### config.mk
export PLATFORM = sky130hd
export DESIGN_NAME = sseg_scan_mux
export DESIGN_NICKNAME = d
export VERILOG_FILES = /design/src/rtl/sseg_pkg.sv /design/src/rtl/sseg_decode.sv /design/src/rtl/sseg_scan_mux.sv
export SDC_FILE = /design/constraint.sdc
export NUM_CORES = 1
export LEC_CHECK = 0
export CORE_MARGIN = 10
export CORE_UTILIZATION = 55
export DETAILED_ROUTE_END_ITERATION = 8
export GPL_ROUTABILITY_DRIVEN = 0
export PLACE_DENSITY = 0.78
export SETUP_SLACK_MARGIN = 0.2
export SYNTH_ARGS = -nofsm -noshare
export SYNTH_HDL_FRONTEND = slang
export SYNTH_HIERARCHICAL = 1
export SYNTH_SLANG_ARGS = --single-unit
### constraint.sdc
create_clock -name clk -period 2.7 [get_ports clk]
set_input_delay 0.405 -clock clk [delete_from_list [all_inputs] [get_ports clk]]
set_output_delay 0.405 -clock clk [all_outputs]
set_load 0.02 [all_outputs]
### src/rtl/sseg_pkg.sv
// Shared constants for the seven-segment scan driver: blank code, segment
// patterns (gfedcba, active low) and an index-width helper.
package sseg_pkg;

    localparam logic [3:0] BLANK_CODE = 4'hA;
    localparam logic [6:0] SEG_BLANK  = 7'h7F;

    localparam logic [6:0] SEG_DIGITS [10] = '{
        7'b1000000, 7'b1111001, 7'b0100100, 7'b0110000, 7'b0011001,
        7'b0010010, 7'b0000010, 7'b1111000, 7'b0000000, 7'b0010000
    };

    function automatic int idx_width(input int n);
        return (n > 1) ? $clog2(n) : 1;
    endfunction

endpackage

### src/rtl/sseg_decode.sv
// BCD nibble to active-low segment pattern {dp,g,f,e,d,c,b,a}; a blanked
// digit or any code above 9 turns every segment, including dp, off.
module sseg_decode
    import sseg_pkg::*;
(
    input  logic [3:0] nibble_i,
    input  logic       dp_i,
    input  logic       blank_i,
    output logic [7:0] seg_o
);

    always_comb begin
        seg_o = {1'b1, SEG_BLANK};
        if (!blank_i && (nibble_i <= 4'd9)) begin
            seg_o = {~dp_i, SEG_DIGITS[nibble_i]};
        end
    end

endmodule

### src/rtl/sseg_scan_mux.sv
// Time-multiplexed N-digit common-anode display driver with tear-free frame
// updates, leading-zero suppression, per-digit blink and anode guard interval.
module sseg_scan_mux
    import sseg_pkg::*;
#(
    parameter int NUM_DIGITS   = 4,
    parameter int SCAN_DIV     = 50000,
    parameter int GUARD        = 16,
    parameter int BLINK_FRAMES = 250
) (
    input  logic                    clk,
    input  logic                    rst_n,
    input  logic [4*NUM_DIGITS-1:0] digits_in,
    input  logic [NUM_DIGITS-1:0]   dp_in,
    input  logic                    load,
    input  logic                    lz_en,
    input  logic [NUM_DIGITS-1:0]   blink_en,
    output logic [7:0]              sseg,
    output logic [NUM_DIGITS-1:0]   an,
    output logic                    frame_done
);

    localparam int IW = idx_width(NUM_DIGITS);
    localparam int CW = idx_width(SCAN_DIV);
    localparam int BW = idx_width(BLINK_FRAMES);

    logic [CW-1:0]             slot_q;
    logic [IW-1:0]             idx_q;
    logic [4*NUM_DIGITS-1:0]   pend_dig_q, act_dig_q;
    logic [NUM_DIGITS-1:0]     pend_dp_q, act_dp_q;
    logic                      lz_q;
    logic [NUM_DIGITS-1:0]     blink_en_q;
    logic                      hidden_q;
    logic [BW-1:0]             bcnt_q;
    logic [7:0]                sseg_q, sseg_d;
    logic [NUM_DIGITS-1:0]     an_q, an_d;
    logic                      fd_q;

    logic                      slot_end, frame_end;
    logic                      lead;
    logic [NUM_DIGITS-1:0]     suppress;
    logic [3:0]                sel_nib;
    logic                      sel_dp, sel_blank;
    logic [7:0]                seg_dec;

    assign slot_end  = (slot_q == CW'(SCAN_DIV - 1));
    assign frame_end = slot_end && (idx_q == IW'(NUM_DIGITS - 1));

    // Blank codes count as zero so a blank high digit never stops suppression.
    always_comb begin
        lead     = 1'b1;
        suppress = '0;
        for (int i = NUM_DIGITS - 1; i >= 1; i--) begin
            if ((act_dig_q[4*i +: 4] != 4'd0) && (act_dig_q[4*i +: 4] <= 4'd9)) begin
                lead = 1'b0;
            end
            suppress[i] = lead;
        end
    end

    assign sel_nib   = act_dig_q[{idx_q, 2'b00} +: 4];
    assign sel_dp    = act_dp_q[idx_q];
    assign sel_blank = (lz_q && suppress[idx_q]) || (hidden_q && blink_en_q[idx_q]);

    sseg_decode u_decode (
        .nibble_i (sel_nib),
        .dp_i     (sel_dp),
        .blank_i  (sel_blank),
        .seg_o    (seg_dec)
    );

    always_comb begin
        an_d   = '1;
        sseg_d = 8'hFF;
        if (slot_q >= CW'(GUARD)) begin
            an_d   = ~(NUM_DIGITS'(1) << idx_q);
            sseg_d = seg_dec;
        end
    end

    always_ff @(posedge clk or negedge rst_n) begin
        if (!rst_n) begin
            slot_q     <= '0;
            idx_q      <= '0;
            pend_dig_q <= {NUM_DIGITS{BLANK_CODE}};
            act_dig_q  <= {NUM_DIGITS{BLANK_CODE}};
            pend_dp_q  <= '0;
            act_dp_q   <= '0;
            lz_q       <= 1'b0;
            blink_en_q <= '0;
            hidden_q   <= 1'b0;
            bcnt_q     <= '0;
            sseg_q     <= 8'hFF;
            an_q       <= '1;
            fd_q       <= 1'b0;
        end else begin
            sseg_q <= sseg_d;
            an_q   <= an_d;
            fd_q   <= frame_end;

            if (slot_end) begin
                slot_q     <= '0;
                idx_q      <= (idx_q == IW'(NUM_DIGITS - 1)) ? '0 : idx_q + IW'(1);
                lz_q       <= lz_en;
                blink_en_q <= blink_en;
            end else begin
                slot_q <= slot_q + CW'(1);
            end

            if (load) begin
                pend_dig_q <= digits_in;
                pend_dp_q  <= dp_in;
            end

            // A load landing on the boundary cycle bypasses pending.
            if (frame_end) begin
                act_dig_q <= load ? digits_in : pend_dig_q;
                act_dp_q  <= load ? dp_in : pend_dp_q;
                if (bcnt_q == BW'(BLINK_FRAMES - 1)) begin
                    bcnt_q   <= '0;
                    hidden_q <= ~hidden_q;
                end else begin
                    bcnt_q <= bcnt_q + BW'(1);
                end
            end
        end
    end

    assign sseg       = sseg_q;
    assign an         = an_q;
    assign frame_done = fd_q;

endmodule

== Word level (Yosys, flattened, before mapping) ==
Memory sizes are Yosys's and may differ from the RTL's.
Cells that the tools add are included.

* Add/sub/neg operators: 3
* Magnitude comparators: 7
* Equal/unequal tests: 3
* Shift operators: 2
* Mux-type cells: 19
* Bitwise operators: 4
* Reductions and logical operators: 13

{| class="wikitable"
|+ Operators by type and width
! cell !! count
|-
| 16-bit 2-to-1 mux || 2
|-
| 8-bit 2-to-1 mux || 3
|-
| 16-bit by 1-bit adder with 16-bit output (second input constant) || 1
|-
| 16-bit == test (second input constant) || 1
|-
| 16-bit by 5-bit greater-or-equal comparator with 1-bit output (second input constant) || 1
|-
| 4-bit less-or-equal comparator (second input constant) || 4
|-
| 16-bit by 5-bit variable part select with 4-bit output || 1
|-
| 7-bit 2-to-1 mux || 2
|-
| 4-bit nonzero test || 3
|-
| 8-bit by 1-bit adder with 8-bit output (second input constant) || 1
|-
| 8-bit == test (second input constant) || 1
|-
| 4-bit 2-to-1 mux || 2
|-
| 1-bit logical AND || 7
|-
| 1-bit binary-select mux with 2-bit select || 3
|-
| 1-bit 2-to-1 mux || 6
|-
| 5-bit greater-or-equal comparator (second input constant) || 1
|-
| 4-bit inverter with 5-bit output || 1
|-
| 4-bit inverter || 1
|-
| 1-bit by 2-bit << shifter with 4-bit output (first input constant) || 1
|-
| 2-bit by 3-bit less-than comparator with 1-bit output (second input constant) || 1
|-
| 2-bit by 1-bit adder with 2-bit output (second input constant) || 1
|-
| 2-bit == test (second input constant) || 1
|-
| 2-bit 2-to-1 mux || 1
|-
| 1-bit inverter || 2
|-
| 3 further kinds || 3
|}

* Flip-flop bits (word level): 85
* Bits in read-only memories: 112
* Input port bits: 28
* Output and inout bits: 13
* Logic and storage cells: 65
* Memories: 1

{| class="wikitable"
|+ Memory list
! name !! depth !! width !! rd ports !! clocked after Yosys merged registers in !! wr ports !! RTL line !! RTL
|-
| (no name shown) || 16 || 7 || 1 || 0 || 0 || sseg_decode.sv:15 || <nowiki>seg_o = {~dp_i, SEG_DIGITS[nibble_i]};</nowiki>
|}

== Depth between registers and ports, before layout ==
* Word-level depth: 13
* Mapped depth: 8
* Mapped depth without buffers: 7

== By module ==
The synthesis kept the hierarchy.

{| class="wikitable"
|+ By module, submodules not included
! module !! instances !! cells an instance !! area an instance (µm²) !! seq. area each (µm²)
|-
| sseg_scan_mux || 1 || 300 || 3,890.0 || 2,162.1
|-
| sseg_decode || 1 || 30 || 214.0 || 0.0
|}

== Least setup slack after synthesis ==
OpenSTA, ideal clock, no wires.

* Path kind: reg-to-reg
* Start point: register idx_q[0]
* End point: register sseg_q[4], in the netlist sseg[4]
* Setup time: 0.088 ns
* Data arrival time: 1.941 ns
* Data required time: 2.612 ns
* Slack: 0.672 ns
* Stages on the path, launching flop included: 9
* Path buffers: 1
* Clock period less this slack: 2.028 ns
* Cell sequence: dfrtp_1 -> buf_2 -> mux4_2 -> inv_1 -> ha_1 -> o21bai_4 -> a21oi_4 -> o211ai_1 -> nand2b_1

* Elaborated cells between the ends (all ways): 17
* Those cells by class: 1 x order compare; 1 x shift; 8 x mux; 1 x bitwise; 5 x reduce/logical; 1 x memory

{| class="wikitable"
|+ RTL lines
! element !! RTL line !! RTL
|-
| start: declaration || sseg_scan_mux.sv:28 || <nowiki>logic [IW-1:0] idx_q;</nowiki>
|-
| start signal: assignment || sseg_scan_mux.sv:103 || <nowiki>idx_q <= (idx_q == IW'(NUM_DIGITS - 1)) ? '0 : idx_q + IW'(1);</nowiki>
|-
| 16-bit by 5-bit variable part select with 4-bit output (*) || sseg_scan_mux.sv:61 || <nowiki>assign sel_nib = act_dig_q[{idx_q, 2'b00} +: 4];</nowiki>
|-
| via sel_nib[0] || sseg_scan_mux.sv:42 || <nowiki>logic [3:0] sel_nib;</nowiki>
|-
| 4-bit inverter with 5-bit output (not written as such) || sseg_decode.sv:15 ||
|-
| memory read 16 x 7 bit || - ||
|-
| 7-bit 2-to-1 mux (not written as such) (2 in series) || sseg_decode.sv:15 ||
|-
| 8-bit 2-to-1 mux (*) || sseg_decode.sv:14 || <nowiki>if (!blank_i && (nibble_i <= 4'd9)) begin</nowiki>
|-
| via seg_dec[4] || sseg_scan_mux.sv:44 || <nowiki>logic [7:0] seg_dec;</nowiki>
|-
| 8-bit 2-to-1 mux (*) || sseg_scan_mux.sv:75 || <nowiki>if (slot_q >= CW'(GUARD)) begin</nowiki>
|-
| via sseg_d[4] || sseg_scan_mux.sv:35 || <nowiki>logic [7:0] sseg_q, sseg_d;</nowiki>
|-
| end signal: assignment || sseg_scan_mux.sv:97 || <nowiki>sseg_q <= sseg_d;</nowiki>
|-
| end: declaration || sseg_scan_mux.sv:35 ||
|}

The timed path passes the listed nets; every way through them passes the cells marked *. The select of a mux whose other input is x is not followed.
A chain may end at the register's enable or synchronous reset.

== Final worst setup path ==
* Start point: register idx_q[0]
* End point: register sseg_q[5], in the netlist sseg[5]

Same word-level chain as after synthesis.

==> results.json <==
{
  "status": "completed",
  "antenna_cells": 0,
  "regArea_mm2": 0.00216,
  "finalSetupViolations": 0,
  "cts_inserted_buffers": 9,
  "worst_path_max_delay_cell": "mux4_2",
  "layout_min_cycle_time_ns": 2.22,
  "multi_input_gate_area_mm2": 0.00180,
  "yosysWarnings": 6,
  "detailedRoute.firstPassIterationCount": 4,
  "path_clk_slew_ns": 0.08,
  "max_clock_freq_mhz": 451,
  "netlist_instances": 330,
  "synthArstFlopShare": 1.00,
  "grt_remaining_overflow": 0,
  "crit_path_cell_trace": "mux4_2 > inv_1 > ha_1 > o21bai_4 > a21oi_4 > o21ai_0 > nand2b_1",
  "r2r_slack_ns": 0.48,
  "drt_drc_violations_left": 0,
  "clock_latency_on_the_worst_skew_pair_ns": 0.34,
  "cp.buffers_inverters": 1,
  "timing.rr.end": "sseg[5]",
  "worst_r2r_path_depth": 7,
  "irDropWorstVdd_mv": 0.265,
  "cts.path.max_buffers": 2,
  "num_vias": 2619,
  "seq_power_share": 0.554,
  "clockRootBuffer": "clkbuf_8",
  "initialDrtViolationCount": 94,
  "cts_num_sinks": 85,
  "rsz0062_at_grt": "false",
  "final.period_utilization": 0.821,
  "final_antenna_net_count": 0,
  "maxSlewViolCount": 0,
  "ctsHtreeMaxLevel": 3,
  "worst-endpoint-required_ns": 2.95,
  "total_of_flip_flops_plus_latches_after_synthesis": 85,
  "cp-end-kind": "register",
  "layout.filler_cells": 539,
  "synth_top_cell_area_share": 0.348,
  "detailed_place_hpwl_um": 5310,
  "post_drt_via_cell_ratio": 5.49,
  "power_per_cell_area_mw_per_mm2": 497,
  "critical-path-max-stage-delay_ns": 0.59,
  "netlist.top_cell.by_area": "dfrtp_1",
  "areaGrowthSynthToFinish_pct": 16.9,
  "dominant_synthesized_flop_cell": "dfrtp_1",
  "postRouteWirelength_um": 7360,
  "antenna_found_initial": 0,
  "first_global_vias": 2686,
  "cts_hold_buf": 0,
  "design.portCount": 41,
  "slew-limit-headroom": 0.392,
  "critPathArrivalTime_ns": 2.47,
  "std_cell_rows": 31,
  "synth-edff-count": 0,
  "grt_max_degree": 76,
  "synthTopCellsByArea": "dfrtp_1 35%, dfstp_2 18%, mux2_2 6.3%",
  "post-route-util": 0.662,
  "tns_ns": 0,
  "grt_pass1_wl_um": 12900,
  "worst_pin_slew_ns": 0.912,
  "swShare": 0.206,
  "path_delay_family": "multiplexers",
  "critical_path.max_fanout": 9,
  "floorplan.die.height_um": 106,
  "routedWlPerCell_um": 15.4,
  "pint_mw": 1.89,
  "worst_setup_path_start_kind": "register",
  "number_of_buffers_added_on_ports": 40,
  "die-width_um": 106,
  "coreArea_mm2": 0.00725,
  "fin_total_pwr_mw": 2.38,
  "net_count_reported_at_finish": 414,
  "layout-drive-gt1-share": 0.270,
  "synth_seq_area_share": 0.527,
  "maxcap_viol_count": 0,
  "fin_worst_skew_ns": 0.0114,
  "syn-cell-area_mm2": 0.00410,
  "die-area_mm2": 0.0113,
  "yosys.cell_count.top_type": "dfrtp_1",
  "start_util": 0.566,
  "power.net_switching_uw": 492,
  "finalWorstSetupSlack_ns": 0.483,
  "grtUsageTotal": 0.140,
  "share_of_power_burned_in_the_clock_network": 0.399,
  "startpoint": "idx_q[0]",
  "static-leakage-power_nw": 2.01,
  "report.final.hold_viol_count": 0,
  "post_synth.cell_area_avg_um2": 12.4,
  "synth.top_cells.by_count": "57 x dfrtp_1, 37 x nand2_1, 28 x dfstp_2, 23 x mux2_2, 15 x o21ai_0",
  "combinationalPowerShare": 0.048,
  "count_of_cell_types_in_the_netlist": 49,
  "tritoncts": "yes",
  "number_of_nets_in_the_synthesized_netlist": 371,
  "min-delay-path-class": "in2async",
  "dp_worst_setup_slack_ns": 0.428,
  "timing.rr.start": "idx_q[0]",
  "criticalPathCategory": "reg2reg"
}
-- layout make-up --
| type | count | area share |
|---|---|---|
| Clock buffer | 9 | 0.0258 |
| Sequential cell | 85 | 0.451 |
| Clock inverter | 7 | 0.0188 |
| Tap cell | 99 | 0.0258 |
| Timing Repair Buffer | 45 | 0.0934 |
| Inverter | 14 | 0.0110 |
| Multi-Input combinational cell | 218 | 0.374 |
-- layer usage --
layer	global-route usage	vias up	wire length, µm	part of all wire
met1	0.175	1307	3300	0.45
met4	0.0522	0	110	0.015
li1	-	1255	-	-
met5	0	-	0	0
met3	0.0411	13	374	0.051
met2	0.224	44	3580	0.49
-- timing repair --
action / 4_1_cts / 5_1_grt
endpoints found under the setup margin: 0 / 1
resized for setup: 0 / 1
setup buffers: 0 / 0
-- stage by stage --
stage	area, µm²	cells	hold slack, ns
2_1_floorplan	4100	330	0.109
3_3_place_gp	4580	461	0.462
3_5_place_dp	4580	461	0.462
4_1_cts	4800	477	0.227
5_1_grt	4800	477	0.266
6_report	4800	477	0.199
-- sequential cells by signal (all words and copies together) (netlist names) --
name / flops
act_dp_q: 4
pend_dig_q: 16
frame_done: 1
blink_en_q: 4
bcnt_q: 8
lz_q: 1
slot_q: 16
idx_q: 2
act_dig_q: 16
pend_dp_q: 4
hidden_q: 1
sseg: 8
an: 4
-- layout by cell type, fill, tap and decap left out, types with 6 or more instances in the layout --
cell	netlist	routed
mux4_2	6	6
dfrtp_1	57	56
nand2b_1	9	9
dfstp_2	28	28
nand4_1	8	8
o21ai_0	15	15
clkdlybuf4s50_1	0	39
ha_1	13	13
inv_1	13	13
mux2_1	8	8
mux2_4	10	10
clkbuf_8	0	9
nand3_1	7	7
o31ai_1	7	7
nor2_1	13	13
xnor2_1	9	9
mux2_2	23	23
nand2_1	37	37
-- worst max-delay path by stage --
stage | to | depth (start not counted)
global placement | sseg[4] | 7
detailed placement | sseg[6] | 7
floorplan | sseg[4] | 8
global route | sseg[5] | 7
CTS | sseg[6] | 7
finish | sseg[5] | 7
-- power by group through the flow --
stage / clock, mW / sequential [mW] / combinational, mW
CTS: 0.981 / 1.32 / 0.118
finish: 0.950 / 1.32 / 0.114
global placement: 0 / 1.34 / 0.116
global route: 1.04 / 1.32 / 0.127
detailed placement: 0 / 1.34 / 0.118
floorplan: 0 / 1.34 / 0.0427
-- logic make-up after synthesis --
group | after synthesis | synth area share
buffers and inverters | 27 | 0.0354
flip-flops | 85 | 0.527
AND/OR/NAND/NOR | 103 | 0.145
AO/OA/AOI/OAI | 40 | 0.0665
adder cells (fa/ha/maj) | 13 | 0.0396
XOR/XNOR | 13 | 0.0277
multiplexers | 49 | 0.159
Note: power is estimated with default switching activity, not from simulation.
